===== src/rtl/ram_arbiter.sv =====
// ram_arbiter: two-port arbiter/sequencer for a single-port ram; RAM_ARB_ROUND_ROBIN_EN selects round-robin over fixed priority
module ram_arbiter #(
   parameter int ADDR_BITS   = 16,
   parameter int DATA_BITS   = 8,
   parameter int WAIT_CYCLES = 1
) (
   input  logic                 clk,
   input  logic                 reset,
   input  logic                 m0_req,
   input  logic                 m0_we,
   input  logic [ADDR_BITS-1:0] m0_addr,
   input  logic [DATA_BITS-1:0] m0_wdata,
   output logic [DATA_BITS-1:0] m0_rdata,
   output logic                 m0_done,
   input  logic                 m1_req,
   input  logic                 m1_we,
   input  logic [ADDR_BITS-1:0] m1_addr,
   input  logic [DATA_BITS-1:0] m1_wdata,
   output logic [DATA_BITS-1:0] m1_rdata,
   output logic                 m1_done,
   output logic [1:0]           grant,
   output logic                 busy,
   output logic [ADDR_BITS-1:0] ram_address,
   output logic [DATA_BITS-1:0] ram_data_in,
   output logic                 ram_write_enable,
   input  logic [DATA_BITS-1:0] ram_data_out
);
   typedef enum logic [1:0] {IDLE, ACCESS, DONE} state_t;
   localparam int CW = WAIT_CYCLES > 1 ? $clog2(WAIT_CYCLES) : 1;
   state_t state, state_nx;
   logic [CW-1:0] cnt;
   logic last_cnt;
   logic win;
   logic sel;
`ifdef RAM_ARB_ROUND_ROBIN_EN
   logic ptr;
   assign win = (m0_req & m1_req) ? ptr : m1_req;
`else
   assign win = ~m0_req;
`endif
   assign last_cnt = cnt == CW'(WAIT_CYCLES - 1);
   assign busy = state != IDLE;
   // state register
   always_ff @(posedge clk) begin
      if (reset) state <= IDLE;
      else state <= state_nx;
   end
   // next-state: one access lasts IDLE -> WAIT_CYCLES x ACCESS -> DONE
   always_comb begin
      state_nx = state;
      state_nx = state == IDLE   ? ((m0_req | m1_req) ? ACCESS : IDLE) :
                 state == ACCESS ? (last_cnt ? DONE : ACCESS) : IDLE;
   end
   // datapath: latch the winner, hold ram inputs, capture read data and pulse done
   always_ff @(posedge clk) begin
      if (reset) begin
         cnt              <= '0;
         sel              <= 1'b0;
         grant            <= 2'b00;
         ram_address      <= '0;
         ram_data_in      <= '0;
         ram_write_enable <= 1'b0;
         m0_rdata         <= '0;
         m1_rdata         <= '0;
         m0_done          <= 1'b0;
         m1_done          <= 1'b0;
`ifdef RAM_ARB_ROUND_ROBIN_EN
         ptr              <= 1'b0;
`endif
      end else begin
         case (state)
            IDLE: begin
               cnt <= '0;
               if (m0_req | m1_req) begin
                  sel              <= win;
                  grant            <= win ? 2'b10 : 2'b01;
                  ram_write_enable <= win ? m1_we : m0_we;
                  ram_address      <= win ? m1_addr : m0_addr;
                  ram_data_in      <= win ? m1_wdata : m0_wdata;
               end
            end
            ACCESS: begin
               cnt <= cnt + 1'b1;
               if (last_cnt) begin
                  ram_write_enable <= 1'b0;
                  m0_done          <= ~sel;
                  m1_done          <= sel;
                  if (!ram_write_enable && !sel) m0_rdata <= ram_data_out;
                  if (!ram_write_enable && sel) m1_rdata <= ram_data_out;
               end
            end
            DONE: begin
               m0_done <= 1'b0;
               m1_done <= 1'b0;
               grant   <= 2'b00;
`ifdef RAM_ARB_ROUND_ROBIN_EN
               ptr     <= ~sel;
`endif
            end
            default: ;
         endcase
      end
   end
endmodule


===== config.mk =====
export PLATFORM = sky130hd
export DESIGN_NAME = ram_arbiter
export DESIGN_NICKNAME = d
export VERILOG_FILES = /design/src/rtl/ram_arbiter.sv
export SDC_FILE = /design/constraint.sdc
export NUM_CORES = 1
export LEC_CHECK = 0
export CAP_MARGIN = 20
export CORE_ASPECT_RATIO = 0.7
export CORE_UTILIZATION = 25
export DETAILED_ROUTE_END_ITERATION = 6
export SYNTH_ARGS = -nofsm -noshare
export SYNTH_HDL_FRONTEND = slang
export SYNTH_SLANG_ARGS = --single-unit

===== constraint.sdc =====
create_clock -name clk -period 1.8 [get_ports clk]
set_clock_uncertainty 0.05 [all_clocks]
set_input_delay 0.54 -clock clk [delete_from_list [all_inputs] [get_ports clk]]
set_output_delay 0.54 -clock clk [all_outputs]
set_load 0.005 [all_outputs]

==> flow_summary.yaml <==
grt:
  grt_pass1_vias: 2011
  track_usage_pct: 13.7
  grt_pass1_wl_mm: 10.0
  grt_antenna_before_repair: 0
  grt_overflow: 0
  grt_max_degree: 58
clock_tree:
  cts_made_buffers: 5
  clk_path_buf_depth: 2
  root_buffer: "clkbuf_16"
  cts_setup_buffers: 0
  cts_max_level: 2
  clk_pin_slew_ns: 0.06
  cts.hold.buffers_added: 0
  insertion_delay_ns: 0.28
  tritoncts: "done"
  clock_sinks: 49
critical_path:
  slowest_delay_ns: 0.52
  endpoint_kind: "primary output"
  slowest_stage: "clkdlybuf4s50_1"
  worst-path-max-fanout: 3
  crit_path_cell_trace: "clkdlybuf4s50_1"
  cp.required_ns: 1.21
  worstSetupPathType: "flip-flop to primary output"
  cp_top_family: "buffers and inverters"
  ff2ff_setup_slack_ns: 0.20
  arrival_ns: 1.16
  crit_buf_inv: 1
  worstSetupStartpointType: "flip-flop"
cells_and_area:
  antenna_cells: 0
  instances_no_fill: 446
  fin_nets: 388
  area_delta_synth_final_pct: 58.8
  mostFrequentLayoutCells: "104 x clkdlybuf4s50_1, 48 x dfxtp_1, 41 x mux2i_1"
  final_layout_size_suffix_gt1_share_pct: 14.1
  nFillCells: 845
  layout_commonest_cell: "clkdlybuf4s50_1"
yosys:
  syn-cell-area_um2: 2280
  synth_edf_count: 0
  avgSynthCellArea_um2: 10.3
  synth_seq_area_share_pct: 42.9
  synth_seq_cells: 49
  netlist.area_leader.share_pct: 42.9
  ys.flop_type: "dfxtp_1"
  ys_warn_count: 0
  synth_top_cell_by_area: "dfxtp_1"
  synth.distinct_cells: 31
  syn-num-nets: 284
  netlist_instances: 222
  synth_area_leaders: "dfxtp_1 43%, mux2i_1 18%, a211oi_2 11%"
  async_flop_share_pct: 0
power:
  p_leak_nw: 1.40
  irDropWorstVdd_v: 0.000307
  cellPowerDensity_nw_per_um2: 807
drt:
  drtPass1Iterations: 4
  drc_errors: 0
  wire_per_inst_um: 14.4
  viasPerCell: 4.51
  ant_nets: 0
  routed_wirelength_mm: 6.41
  drt-initial-drc-count: 50
  vias: 2011
placed_design:
  post-place-ws_ns: -0.222
  gp_congestion: 0.693
  dpl.hpwl_mm: 4.58
  numPortBuffers: 107
  dp.cells: 438
status:
  status: "completed"
floorplanning:
  core_um2: 8650
  die_area_um2: 9530
  start_util_pct: 26.4
  die_h_um: 82.0
  die_x_um: 116
  pin_count: 108
  rows: 28
sta:
  worst_pin_slew_ns: 0.393
  post-route-period-util_pct: 97.2
  period_minus_slack_ns: 1.75
  slew_viol_final: 0
  hold_viol_final: 0
  setup_viol: 0
  slew_headroom_pct: 73.8
  setup_slack_ns: 0.0503
  rsz0062_at_grt: "no"
  timing.fmax_ghz: 0.572
run:
  max_cap_viol_count: 0
worst_hold_path:
  hold_path_class: "flip-flop to flip-flop"
## sequential cells by signal, indices dropped and copies added (netlist names)
| register | flops |
|---|---|
| ram_address | 16 |
| m0_rdata | 8 |
| m1_rdata | 8 |
| ram_data_in | 8 |
| grant | 2 |
| state | 2 |
| cnt | 1 |
| m0_done | 1 |
| m1_done | 1 |
| ram_write_enable | 1 |
| sel | 1 |
## tightest hold or removal path: cells and delay by family (launching register included)
| kind | cells | cell delay, ns |
|---|---|---|
| flops | 1 | 0.31 |
| mux | 1 | 0.06 |
| simple gates | 1 | 0.06 |
## routing by layer
layer	part of all wire [%]	vias to the layer above	GRT usage, %	wire (um)
met5	0	-	0	0
met4	0.83	0	3.46	53
met3	6.3	7	3.99	402
met2	45	61	22.9	2890
met1	48	938	17.4	3060
li1	-	1005	-	-
## through the flow
step | cell area, um2 | setup TNS (ns) | total power, mW | utilization [%] | hold WS (ns)
after global routing | 3630 | 0 | 3.10 | 41.9 | 0.451
final | 3630 | 0 | 2.93 | 41.9 | 0.424
after detailed placement | 3480 | -5.18 | 2.03 | 40.2 | 0.417
after CTS | 3620 | 0 | 2.97 | 41.8 | 0.428
after floorplan | 2280 | 0 | 1.64 | - | 0.415
after global placement | 3480 | -3.70 | 2.02 | 40.2 | 0.411
## logic make-up after synthesis
logic type | Yosys count | synth area share, %
flip-flops | 49 | 42.9
AO/OA/AOI/OAI | 63 | 21.7
multiplexers | 42 | 18.5
AND/OR/NAND/NOR | 43 | 11.3
buffers and inverters | 25 | 5.64
## final timing paths
check              startpoint              to  cells past startpoint
setup / recovery      m1_done         m1_done                      1
hold / removal    m0_rdata[3]     m0_rdata[3]                      2
setup reg to reg     state[0]  ram_address[1]                      4
hold reg to reg   m0_rdata[3]     m0_rdata[3]                      2
## area by class of cell
cell class | instances | area, um2 | share of cell area (%)
timing repair buffer | 118 | 1150 | 31.8
tap | 120 | 150 | 4.14
sequential | 49 | 982 | 27.1
multi-input combinational | 149 | 1190 | 32.7
clock buffer | 7 | 143 | 3.93
inverter | 3 | 11.3 | 0.310
## Yosys cell counts (2+ instances only)
library cell and n:
o211ai_1 2, buf_6 3, buf_2 7, inv_1 2
clkbuf_1 10, a21oi_1 29, nor2_1 8, a31oi_1 2
a211oi_2 20, a22oi_1 2, nor3_1 2, a211oi_1 5
dfxtp_1 49, mux2i_1 41, nand2b_1 24
## timing repair
item,CTS,global route
endpoints found under the setup margin,1,8
cloned,0,1
gates resized for setup,1,2
pin swaps,1,0
## power by group
| part | switching [mW] | internal [mW] |
|---|---|---|
| Clock | 0.377 | 0.546 |
| Combinational | 0.315 | 0.444 |
| Sequential | 0.0591 | 1.19 |
Power figures use the tool's default switching activity.
